File: src/rtl/memory_pkg.sv
// Shared types for the L2-TLB miss-handling path: VPN, requester tag and MSHR entry state.
package memory_pkg;

  localparam int L2_TLB_MSHR_ENTRIES      = 4;
  localparam int L2_TLB_MSHR_MAX_INFLIGHT = 2;
  localparam int VPN_W                    = 27;

  typedef logic [VPN_W-1:0] vpn_t;

  typedef enum logic {
    ITLB = 1'b0,
    DTLB = 1'b1
  } tlb_arb_tag_e;

  typedef enum logic [1:0] {
    FREE,
    PENDING,
    INFLIGHT,
    ZOMBIE
  } l2tlb_mshr_state_e;

  typedef logic [$clog2(L2_TLB_MSHR_ENTRIES)-1:0] l2tlb_mshr_id_t;

  function automatic logic [1:0] dest_onehot(input tlb_arb_tag_e dest);
    return (dest == DTLB) ? 2'b10 : 2'b01;
  endfunction

endpackage

File: src/rtl/l2_tlb_mshr_id_fifo.sv
// Circular FIFO of MSHR entry IDs in allocation order; a count register keeps full/empty exact across wrap.
module l2_tlb_mshr_id_fifo #(
  parameter int DEPTH = 4,
  parameter int W     = 2
) (
  input  logic         clk_i,
  input  logic         rst_ni,
  input  logic         clear_i,
  input  logic         push_i,
  input  logic [W-1:0] data_i,
  input  logic         pop_i,
  output logic [W-1:0] head_o,
  output logic         empty_o,
  output logic         full_o
);

  localparam int PW = (DEPTH > 1) ? $clog2(DEPTH) : 1;
  localparam int CW = $clog2(DEPTH + 1);

  logic [W-1:0]  mem_q [DEPTH];
  logic [PW-1:0] wr_ptr_q, wr_ptr_d;
  logic [PW-1:0] rd_ptr_q, rd_ptr_d;
  logic [CW-1:0] cnt_q, cnt_d;
  logic          do_push, do_pop;

  function automatic logic [PW-1:0] ptr_inc(input logic [PW-1:0] p);
    return (p == PW'(DEPTH - 1)) ? '0 : p + PW'(1);
  endfunction

  assign empty_o = (cnt_q == '0);
  assign full_o  = (cnt_q == CW'(DEPTH));
  assign head_o  = mem_q[rd_ptr_q];
  assign do_push = push_i && !full_o;
  assign do_pop  = pop_i && !empty_o;

  always_comb begin
    wr_ptr_d = wr_ptr_q;
    rd_ptr_d = rd_ptr_q;
    cnt_d    = cnt_q;
    if (clear_i) begin
      wr_ptr_d = '0;
      rd_ptr_d = '0;
      cnt_d    = '0;
    end else begin
      if (do_push) wr_ptr_d = ptr_inc(wr_ptr_q);
      if (do_pop)  rd_ptr_d = ptr_inc(rd_ptr_q);
      cnt_d = cnt_q + CW'(do_push) - CW'(do_pop);
    end
  end

  always_ff @(posedge clk_i or negedge rst_ni) begin
    if (!rst_ni) begin
      wr_ptr_q <= '0;
      rd_ptr_q <= '0;
      cnt_q    <= '0;
    end else begin
      wr_ptr_q <= wr_ptr_d;
      rd_ptr_q <= rd_ptr_d;
      cnt_q    <= cnt_d;
    end
  end

  always_ff @(posedge clk_i) begin
    if (do_push && !clear_i) mem_q[wr_ptr_q] <= data_i;
  end

endmodule

File: src/rtl/l2_tlb_mshr_ooo.sv
// Multi-entry MSHR between L2-TLB misses and the PTW; walks issue in order, answers return by ID.
// Optional same-VPN request merging is enabled by defining L2_TLB_MSHR_MERGE_EN.
module l2_tlb_mshr_ooo
  import memory_pkg::*;
#(
  parameter  int N            = L2_TLB_MSHR_ENTRIES,
  parameter  int MAX_INFLIGHT = L2_TLB_MSHR_MAX_INFLIGHT,
  localparam int IDW          = $clog2(N)
) (
  input  logic           clk_i,
  input  logic           rst_ni,
  input  logic           flush_i,
  input  logic           req_valid_i,
  output logic           req_ready_o,
  input  vpn_t           req_vpn_i,
  input  tlb_arb_tag_e   req_dest_i,
  output logic           ptw_req_valid_o,
  input  logic           ptw_req_ready_i,
  output vpn_t           ptw_req_vpn_o,
  output logic [IDW-1:0] ptw_req_id_o,
  input  logic           ptw_ans_valid_i,
  input  logic [IDW-1:0] ptw_ans_id_i,
  output logic           ans_valid_o,
  output vpn_t           ans_vpn_o,
  output logic [1:0]     ans_dest_mask_o,
  output logic           full_o,
  output logic           empty_o
);

  localparam int CNTW = $clog2(N + 1);

  l2tlb_mshr_state_e state_q [N];
  l2tlb_mshr_state_e state_d [N];
  vpn_t              vpn_q   [N];
  vpn_t              vpn_d   [N];
  logic [1:0]        mask_q  [N];
  logic [1:0]        mask_d  [N];
  logic [CNTW-1:0]   inflight_cnt_q, inflight_cnt_d;
  logic              ans_valid_q, ans_valid_d;
  vpn_t              ans_vpn_q, ans_vpn_d;
  logic [1:0]        ans_mask_q, ans_mask_d;

  logic              full, empty;
  logic [IDW-1:0]    alloc_idx;
  logic              merge_hit;
  logic [IDW-1:0]    merge_idx;
  logic              req_fire, alloc_do, merge_do, issue_hs;
  logic              ans_live, ans_retire;
  l2tlb_mshr_state_e ans_state;
  logic [IDW-1:0]    q_head;
  logic              q_empty, q_full;

  always_comb begin
    full      = 1'b1;
    empty     = 1'b1;
    alloc_idx = '0;
    for (int i = N - 1; i >= 0; i--) begin
      if (state_q[i] == FREE) begin
        full      = 1'b0;
        alloc_idx = IDW'(i);
      end else begin
        empty = 1'b0;
      end
    end
  end

`ifdef L2_TLB_MSHR_MERGE_EN
  // An entry answered this cycle is about to retire, so it must not absorb a new requester.
  always_comb begin
    merge_hit = 1'b0;
    merge_idx = '0;
    for (int i = 0; i < N; i++) begin
      if ((state_q[i] == PENDING || state_q[i] == INFLIGHT) && vpn_q[i] == req_vpn_i &&
          !(ptw_ans_valid_i && ptw_ans_id_i == IDW'(i))) begin
        merge_hit = 1'b1;
        merge_idx = IDW'(i);
      end
    end
  end
`else
  assign merge_hit = 1'b0;
  assign merge_idx = '0;
`endif

  assign full_o          = full;
  assign empty_o         = empty;
  assign req_ready_o     = !flush_i && (!full || merge_hit);
  assign req_fire        = req_valid_i && req_ready_o;
  assign alloc_do        = req_fire && !merge_hit;
  assign merge_do        = req_fire && merge_hit;
  assign ptw_req_valid_o = !flush_i && !q_empty && (inflight_cnt_q < CNTW'(MAX_INFLIGHT));
  assign ptw_req_id_o    = q_head;
  assign ptw_req_vpn_o   = vpn_q[q_head];
  assign issue_hs        = ptw_req_valid_o && ptw_req_ready_i;
  assign ans_state       = state_q[ptw_ans_id_i];
  assign ans_retire      = ptw_ans_valid_i && (ans_state == INFLIGHT || ans_state == ZOMBIE);
  assign ans_live        = ptw_ans_valid_i && (ans_state == INFLIGHT) && !flush_i;

  assign ans_valid_o     = ans_valid_q;
  assign ans_vpn_o       = ans_vpn_q;
  assign ans_dest_mask_o = ans_mask_q;

  l2_tlb_mshr_id_fifo #(
    .DEPTH (N),
    .W     (IDW)
  ) u_id_fifo (
    .clk_i   (clk_i),
    .rst_ni  (rst_ni),
    .clear_i (flush_i),
    .push_i  (alloc_do),
    .data_i  (alloc_idx),
    .pop_i   (issue_hs),
    .head_o  (q_head),
    .empty_o (q_empty),
    .full_o  (q_full)
  );

  // Retirement is applied last so an answer coinciding with a flush frees the entry instead of leaving a zombie.
  always_comb begin
    state_d = state_q;
    vpn_d   = vpn_q;
    mask_d  = mask_q;
    if (flush_i) begin
      for (int i = 0; i < N; i++) begin
        if (state_q[i] == PENDING)  state_d[i] = FREE;
        if (state_q[i] == INFLIGHT) state_d[i] = ZOMBIE;
      end
    end
    if (alloc_do) begin
      state_d[alloc_idx] = PENDING;
      vpn_d[alloc_idx]   = req_vpn_i;
      mask_d[alloc_idx]  = dest_onehot(req_dest_i);
    end
    if (merge_do) mask_d[merge_idx] = mask_q[merge_idx] | dest_onehot(req_dest_i);
    if (issue_hs) state_d[q_head] = INFLIGHT;
    if (ans_retire) state_d[ptw_ans_id_i] = FREE;

    inflight_cnt_d = inflight_cnt_q + CNTW'(issue_hs) - CNTW'(ans_retire);
    ans_valid_d    = ans_live;
    ans_vpn_d      = ans_live ? vpn_q[ptw_ans_id_i] : '0;
    ans_mask_d     = ans_live ? mask_q[ptw_ans_id_i] : 2'b00;
  end

  always_ff @(posedge clk_i or negedge rst_ni) begin
    if (!rst_ni) begin
      for (int i = 0; i < N; i++) begin
        state_q[i] <= FREE;
        vpn_q[i]   <= '0;
        mask_q[i]  <= '0;
      end
      inflight_cnt_q <= '0;
      ans_valid_q    <= 1'b0;
      ans_vpn_q      <= '0;
      ans_mask_q     <= '0;
    end else begin
      state_q        <= state_d;
      vpn_q          <= vpn_d;
      mask_q         <= mask_d;
      inflight_cnt_q <= inflight_cnt_d;
      ans_valid_q    <= ans_valid_d;
      ans_vpn_q      <= ans_vpn_d;
      ans_mask_q     <= ans_mask_d;
    end
  end

  a_ans_on_walk: assert property (@(posedge clk_i) disable iff (!rst_ni)
    ptw_ans_valid_i |-> (ans_state == INFLIGHT || ans_state == ZOMBIE));

  a_queue_no_overflow: assert property (@(posedge clk_i) disable iff (!rst_ni)
    !(alloc_do && q_full));

  a_inflight_bound: assert property (@(posedge clk_i) disable iff (!rst_ni)
    inflight_cnt_q <= CNTW'(MAX_INFLIGHT));

endmodule

File: config.mk
export PLATFORM = sky130hd
export DESIGN_NAME = l2_tlb_mshr_ooo
export DESIGN_NICKNAME = d
export VERILOG_FILES = /design/src/rtl/memory_pkg.sv /design/src/rtl/l2_tlb_mshr_id_fifo.sv /design/src/rtl/l2_tlb_mshr_ooo.sv
export SDC_FILE = /design/constraint.sdc
export NUM_CORES = 1
export LEC_CHECK = 0
export CAP_MARGIN = 20
export CORE_MARGIN = 2
export CORE_UTILIZATION = 60
export CTS_CLUSTER_SIZE = 14
export DETAILED_ROUTE_END_ITERATION = 10
export PLACE_DENSITY = 0.93
export SLEW_MARGIN = 30
export SYNTH_ARGS = -nofsm -noshare
export SYNTH_HDL_FRONTEND = slang
export SYNTH_HIERARCHICAL = 1
export SYNTH_SLANG_ARGS = --single-unit
File: constraint.sdc
create_clock -name clk_i -period 4.5 [get_ports clk_i]
set_input_delay 0.45 -clock clk_i [delete_from_list [all_inputs] [get_ports clk_i]]
set_output_delay 0.45 -clock clk_i [all_outputs]
set_load 0.05 [all_outputs]
==> results of run 1 <==
synthesized netlist by cell type (3+ instances only):
master,count,share of area [%]
edfxtp_1,8,2.9
mux2_1,3,0.41
mux4_2,58,16
a21oi_1,7,0.43
mux2i_1,10,1.2
buf_4,3,0.28
nor3b_1,31,2.9
nor3_1,5,0.31
nand2b_1,3,0.23
inv_1,18,0.83
and2_1,4,0.31
nor2_1,20,0.92
clkbuf_1,10,0.46
buf_1,5,0.23
buf_2,14,0.86
nand2_1,4,0.18
buf_6,3,0.41
dfrtp_1,164,50
ha_1,10,1.5
mux2_2,108,15
critical path, delay by kind of cell, from the launching register on:
family / cells / cell delay, ns
buf+inv: 2 / 1.11
mux: 2 / 1.24
flops: 1 / 0.44
final cells by class:
type	count	share of cell area, %
repair buffers	111	11.0
flip-flops and latches	172	44.1
clock inverters	7	0.648
well taps	176	2.24
inverters	18	0.686
multi-input cells	299	36.3
clock buffers	24	5.01
state kept, by name, summed over array words and instances (netlist names):
register and flops:
state_q 8, ans_valid_o 1, u_id_fifo/rd_ptr_q 2, u_id_fifo/wr_ptr_q 2, u_id_fifo/cnt_q 3, ans_dest_mask_o 2
u_id_fifo/mem_q 8, vpn_q 108, inflight_cnt_q 3, mask_q 8, ans_vpn_o 27
metrics by stage:
stage / std cells / power, µW / util, %
6_report: 807 / 5980 / 74.3
5_1_grt: 807 / 6230 / 74.3
4_1_cts: 807 / 5980 / 74.3
3_5_place_dp: 776 / 4590 / 70.1
3_3_place_gp: 776 / 4440 / 70.1
2_1_floorplan: 525 / 3920 / -
cell families after synthesis:
| logic type | count (synthesis) | share of synthesized area, % |
|---|---|---|
| multiplexers | 181 | 33.0 |
| AO/OA/AOI/OAI | 21 | 1.80 |
| adder cells (fa/ha/maj) | 12 | 2.03 |
| buffers and inverters | 54 | 3.13 |
| AND/OR/NAND/NOR | 82 | 6.39 |
| XOR/XNOR | 3 | 0.323 |
| flip-flops | 172 | 53.3 |
power breakdown:
part	internal (µW)	switching [µW]
clock	817	570
sequential	2070	413
combinational	1070	1040
total	3960	2020
routing by layer:
metal  up-vias  routed length, µm  track usage (%)
li1       2155                  -                -
met1      2701               7430             35.8
met2       208               9800             45.9
met3        33                942             5.52
met4         0                388             11.2
met5         -                  0                0
worst paths after layout:
path	start	to	slack [ns]	cells past startpoint
worst max-delay path	u_id_fifo/rd_ptr_q[0]	ptw_req_vpn_o[22]	0.83	4
worst min-delay path	rst_ni	vpn_q[66]	0.07	1
worst max register to register	state_q[5]	u_id_fifo/cnt_q[2]	1.57	11
worst min register to register	inflight_cnt_q[0]	inflight_cnt_q[0]	0.48	1
max in group asynchronous	rst_ni	state_q[7]	3.39	2
min in group clk_i	inflight_cnt_q[0]	inflight_cnt_q[0]	0.48	1
==> metrics.csv, run 1 <==
metric,value,unit
Post-Place Setup Slack,1.27,ns
Final #Nets,667,
I/O Buffers,98,
effective utilization at floorplan,61.5,%
Post-CTS Resized,0,
layout cell share with drive strength beyond 1,34.7,%
Fillers,802,
"Remaining Overflow, GRT",0,
Final setup viols,0,
Worst Hold Class,in2async,
"Worst Setup Slack, final",0.828,ns
total track usage,27.5,%
DRC violations left,0,
CP cell instances,mux4_2 -> buf_4 -> mux4_2 -> clkdlybuf4s50_1,
first-pass GRT wire length,30000,µm
DP Wirelength,11700,µm
Max Freq,0.272,GHz
Pwr Density,607,nW/µm²
critical path class,reg2out,
Slew @ Worst Pin,0.984,ns
CTS tree,yes,
remaining antenna violation count,0,
antenna cells,0,
full die area,14500,µm²
final instance area,9850,µm²
WP data required,4.05,ns
DRT iter0 DRCs,406,
via count,5097,
WHS,0.0678,ns
Max-cap violations,0,
initial antenna violation count,0,
cell row count,42,
H-tree depth,4,
P_leak,0.00421,µW
RSZ-0062 raised after global routing,no,
Post-CTS Setup Bufs,0,
most frequent cells in the layout,"dfrtp_1 (164), mux2_2 (108), clkdlybuf4s50_1 (95), mux4_2 (58), nor3b_1 (31)",
Avg WL per Cell,23.0,µm
max-slew violation count,0,
critical path startpoint category,flip-flop,
DP Area,9290,µm²
syn_area_per_cell,15.5,µm²
Clock Sink Count,172,
Worst setup EP type,primary output,
status,finished clean,
Routability Congestion,0.863,
final period utilization,81.6,%
Post-Syn Area,8140,µm²
vias per inst,6.32,
YS warnings,6,
largest net degree at the start of global routing,79,
Area growth syn-to-layout,20.9,%
drt pass-1 iters,5,
Cells after Synth,525,
Max clock buf depth,2,
Clock Skew,0.00770,ns
#FFs+latches synth,172,
"most used cell, CP",mux4_2,
Most used DFF post-synth,dfrtp_1,
"Reg clk slew, reported paths",0.06,ns
Syn Nets,573,
CTS Buf Count,17,
worst vdd ir,312,µV
worst-path maximum fanout,15,
register area share after synthesis,53.3,%
max_slew headroom,34.4,%
Synth async-reset ratio,95.3,%
area of the multi-input gates,3570,µm²
final-report hold violation count,0,
Post-synth EDFFs,8,
Period minus WS final,3.67,ns
Die Ht,121,µm
Die X,121,µm
core area,13200,µm²
CP max stage delay,0.73,ns
vias in the first global route,5667,
register area,4340,µm²
setup TNS,0,ns
final wirelength,18600,µm
CTS Hold Buffers Added,0,
Clock Latency Late Sink,0.42,ns
slowest CP cell,clkdlybuf4s50_1,
"most common cell after layout, fill and taps aside",dfrtp_1,
Root Driver,clkbuf_16,
Synth cell types,50,
# IOs,99,
WP data arrival,3.22,ns
Power figures use the tool's default switching activity.
==> inputs of run 2 (changes only) <==
- CORE_UTILIZATION: 60 -> 56
- PLACE_DENSITY: 0.93 -> 0.88
- clock period: 4.5 -> 3.8 ns (I/O delays scaled with it)
==> run 2 against run 1 <==
Effect of this change: count of clock-buffer cells in the layout shrank 3; worst hold slack lost 0.064 ns; worst setup slack lost 0.56 ns; sequential share of layout area shrank 0.41 points; cell area grew 0.93%; register-to-register slack lost 0.58 ns; first-iteration DRC count shrank 2.5%; clock skew grew 0.0059 ns; sequential cell count is the same; combinational power grew 18%; critical endpoint is now ptw_req_vpn_o[4]; core utilization shrank 5.2 points.
==> metrics.csv, run 2 (synthesis gave the netlist of run 1 again) <==
metric,value,unit
DP Wirelength,11200,µm
Post-CTS Setup Bufs,0,
max-slew violation count,0,
FF-to-FF setup slack,0.99,ns
Worst Hold Class,in2async,
status,finished clean,
RSZ-0062 raised after global routing,no,
total power,7210,µW
P_leak,0.00425,µW
internal power,4820,µW
initial antenna violation count,0,
WP data arrival,3.16,ns
largest net degree at the start of global routing,117,
clock share of power,25.1,%
total track usage,24.5,%
Period minus WS final,3.54,ns
Fillers,921,
DP Area,9320,µm²
"Most flops, register",vpn_q,
DRT iter0 DRCs,396,
Area growth syn-to-layout,22.0,%
slowest CP cell,clkdlybuf4s50_1,
critical path class,reg2out,
Worst setup EP type,primary output,
Crit path max-delay family,multiplexers,
Max Used Layer,met4,
Worst R2R Start,state_q[5],
final wirelength,18000,µm
Slew @ Worst Pin,0.964,ns
"most common cell after layout, fill and taps aside",dfrtp_1,
FF-to-FF End,u_id_fifo/cnt_q[2],
Pwr Density,726,nW/µm²
Clock Skew,0.0136,ns
WL met2,9330,µm
Final #Nets,668,
max_slew headroom,35.7,%
final instance area,9940,µm²
# IOs,99,
Die X,125,µm
I/O Buffers,98,
CTS Hold Buffers Added,0,
"most used cell, CP",mux4_2,
first-pass GRT wire length,29300,µm
Clock Sink Count,172,
Routability Congestion,0.808,
critical path startpoint category,flip-flop,
Clock Latency Late Sink,0.43,ns
Root Driver,clkbuf_16,
CP cell instances,mux4_2 -> buf_12 -> mux4_2 -> clkdlybuf4s50_1,
remaining antenna violation count,0,
most frequent cells in the layout,"dfrtp_1 (164), mux2_2 (108), clkdlybuf4s50_1 (95), mux4_2 (58), nor3b_1 (31)",
core area,14400,µm²
H-tree depth,4,
full die area,15500,µm²
"Remaining Overflow, GRT",0,
Avg WL per Cell,22.1,µm
Max Freq,0.283,GHz
DRC violations left,0,
Met3 Wirelength,970,µm
WP data required,3.42,ns
"Reg clk slew, reported paths",0.06,ns
Psw,2390,µW
CP max stage delay,0.84,ns
final-report hold violation count,0,
Logic pwr share,34.4,%
Max clock buf depth,2,
worst-path maximum fanout,18,
CTS tree,yes,
vias in the first global route,5311,
M1 WL,7480,µm
layout cell share with drive strength beyond 1,35.4,%
cell row count,44,
vias per inst,6.14,
setup TNS,0,ns
antenna cells,0,
Worst R2R Path Depth,11,
WP buf/inv,2,
Post-CTS Resized,0,
via count,5014,
Max-cap violations,0,
number of flip-flops in the largest register,108,
drt pass-1 iters,6,
worst vdd ir,470,µV
CTS Buf Count,17,
Final setup viols,0,
Net Sw Frac,33.1,%
Reg power frac,40.6,%
effective utilization at floorplan,56.7,%
final period utilization,93.0,%
post-layout util,69.2,%
Die Ht,125,µm
## run 2: changes by cell type in the layout (fill, tap and decap cells not counted), sizes merged
cell      previous run  this run
buf                 16        17
clkbuf              24        21
inv                 18        20
clkinv               6         4
clkinvlp             0         1
bufinv               1         3
## run 2: layout make-up
type	count	area, µm²	share of cell area [%]
clock buffer	21	480	4.84
clock inverter	10	136	1.37
inverter	18	67.6	0.680
multi-input combinational	299	3570	35.9
sequential	172	4340	43.7
tap	184	230	2.32
timing repair buffer	112	1110	11.1
## run 2: routing by layer
metal / vias up / GRT usage [%]
li1: 2155 / -
met3: 19 / 5.33
met2: 170 / 40.7
met4: 0 / 8.06
met1: 2670 / 32.7
met5: - / 0
## run 2: how the worst max path moves through the flow
stage / from / to / cells past startpoint
2_1_floorplan: state_q[5] / u_id_fifo/cnt_q[2] / 12
4_1_cts: u_id_fifo/rd_ptr_q[0] / ptw_req_vpn_o[4] / 4
3_3_place_gp: u_id_fifo/rd_ptr_q[0] / ptw_req_vpn_o[2] / 4
3_5_place_dp: u_id_fifo/rd_ptr_q[0] / ptw_req_vpn_o[4] / 4
5_1_grt: u_id_fifo/rd_ptr_q[0] / ptw_req_vpn_o[4] / 4
6_report: u_id_fifo/rd_ptr_q[0] / ptw_req_vpn_o[4] / 4
## run 2: power groups by stage
| stage | registers (µW) | logic, µW | clock network, µW |
|---|---|---|---|
| after CTS | 2910 | 2500 | 1820 |
| after global routing | 3000 | 2620 | 1900 |
| final | 2920 | 2480 | 1810 |
| after global placement | 2870 | 2390 | 0 |
| after detailed placement | 2930 | 2480 | 0 |
| after floorplan | 2790 | 1850 | 0 |
## run 2: stage by stage
| stage | hold slack (ns) | std cells | worst slack (ns) |
|---|---|---|---|
| 2_1_floorplan | 0.0844 | 525 | 0.460 |
| 5_1_grt | 0.106 | 816 | 0.119 |
| 3_3_place_gp | 0.464 | 785 | 0.772 |
| 6_report | 0.00416 | 816 | 0.265 |
| 4_1_cts | 0.151 | 816 | 0.228 |
| 3_5_place_dp | 0.480 | 785 | 0.698 |
==> RTL edit: new RTL, settings of run 1 <==
Change the package constant `L2_TLB_MSHR_ENTRIES` from 4 to 2.
--- a/src/rtl/memory_pkg.sv
+++ b/src/rtl/memory_pkg.sv
@@ -1,7 +1,7 @@
 // Shared types for the L2-TLB miss-handling path: VPN, requester tag and MSHR entry state.
 package memory_pkg;
 
-  localparam int L2_TLB_MSHR_ENTRIES      = 4;
+  localparam int L2_TLB_MSHR_ENTRIES      = 2;
   localparam int L2_TLB_MSHR_MAX_INFLIGHT = 2;
   localparam int VPN_W                    = 27;
 
Interface: changed (resized ptw_ans_id_i and ptw_req_id_o); port bits go from 99 to 97. The function was not compared with the original's and may differ.
==> RTL edit against run 1 <==
Via count decreased by 44%; register-to-register slack better by 570 ps; wire length down 53%; hold slack better by 17 ps; die area shrank 44%; fmax rose by 16%; final area down 42%; worst setup slack improved by 520 ps; first-iteration DRC count fell by 70%; synthesized area down 46%; sequential cell count down 72; total power down 45%; sequential power down 46%; critical endpoint is now ptw_req_vpn_o[13].
==> RTL edit: results (changes against run 1) <==
status completed; clk root buf clkbuf_8; Synth cell types 36 (-28%); Antenna Cells 0 (unchanged); largest net degree at the start of global routing 54 (-32%); Worst EP arrival 2700 ps (-520 ps); Reg clk slew, reported paths 90 ps (+30 ps); crit path from u_id_fifo/rd_ptr_q; DRT Wirelength 8.808 mm (-53%); multiplexer share of the synthesized area 0.3002 (-0.02965); fin nets 456 (-32%); CTS buffer count 9 (-8); initial antenna violation count 0 (unchanged); Synth Area in Adders 0.01133 (-0.008951); GPL Wtd Cong 0.7785 (-9.7%); pre-CTS WS 1412 ps (+143.0 ps); first-pass GRT wire length 14.39 mm (-52%); syn nets 362 (-37%); Post-CTS Setup Repair Bufs 0 (unchanged); final clock skew 10.56 ps (+2.855 ps); worst skew pair latency 360 ps (-60 ps); complex-gate fraction of the synthesized area 0.01586 (-0.002116); EDFF count, synth 2 (-6); Crit Path Max Fanout 32 (+17); Leak Pwr 2.559 nW (-39%); Avg WL per Cell 16.91 um (-26%); Vias/cell 5.449 (-14%); gr usage total 0.2251 (-0.05004); number of global-route vias before repair 2934 (-48%); register area share after synthesis 0.5687 (+0.03526); largest stage delay on the critical path 790 ps (+60 ps); maximum vdd drop 0.0003127 V (+0.21%); Synth async-reset ratio 0.9800 (+0.02651); clk buf depth 2 (unchanged); H-tree depth 3 (-1); Post-Syn Instances 323 (-38%); Area contributors post-synth dfrtp_1, mux2_2, mux2i_1; DR iter-0 viols 120 (-70%); # port buffers 96 (-2.0%); HPWL Detailed 5.743 mm (-51%); critical path's slowest cell mux2_2; First-pass DRT Iterations 4 (-1); fraction of layout cells with a size suffix above 1 0.2725 (-0.07456); max FFs per register 54 (-50%); top cells by count, synth dfrtp_1, mux2_2, nor2_1; RR Startpoint u_id_fifo/cnt_q[0]; Placed Instances 505 (-35%); XOR/XNOR Fraction of Synth Area 0.007930 (+0.004703); placed cell area 5441 um2 (-41%); max_slew headroom 0.4521 (+0.1078)
## RTL edit: layout make-up
class | count | area, um2
inverter | 10 | 37.54
clock buffer | 11 | 152.6
tap | 99 | 123.9
clock inverter | 5 | 81.33
sequential | 100 | 2512
multi-input combinational | 195 | 1777
fill | 457 | 1500
timing repair buffer | 101 | 991.0
## RTL edit: worst paths after layout
| check | to | slack, ps | cells past startpoint |
|---|---|---|---|
| worst max-delay path | ptw_req_vpn_o[13] | 1350 | 3 |
| worst min-delay path | ans_vpn_o[1] | 90 | 1 |
| worst max register to register | u_id_fifo/cnt_q[1] | 2140 | 9 |
| worst min register to register | inflight_cnt_q[0] | 490 | 1 |
| max in group asynchronous | vpn_q[16] | 3350 | 2 |
| min in group clk_i | inflight_cnt_q[0] | 490 | 1 |
## RTL edit: critical path, delay by kind of cell (launching register included)
kind / cells / cell delay, ps
mux: 2 / 1210
buf+inv: 1 / 710
flops: 1 / 410
## RTL edit: layer usage
| metal | share of wire | global-route usage | wire [um] |
|---|---|---|---|
| met4 | 0.014 | 0.07051 | 125 |
| met2 | 0.54 | 0.4015 | 4714 |
| met3 | 0.037 | 0.04359 | 324 |
| met1 | 0.41 | 0.2791 | 3642 |
| met5 | 0 | 0 | 0 |
## RTL edit: report_power, final
part	leakage (nW)	switching, W	internal (W)
sequential	1.26	0.000187	0.00115
combinational	1.19	0.000720	0.000588
clock	0.115	0.000301	0.000348
total	2.56	0.00121	0.00208
## RTL edit: cells by family after synthesis
family | after synthesis
AO/OA/AOI/OAI | 10
XOR/XNOR | 4
buffers and inverters | 28
adder cells (fa/ha/maj) | 4
flip-flops | 100
AND/OR/NAND/NOR | 59
multiplexers | 118
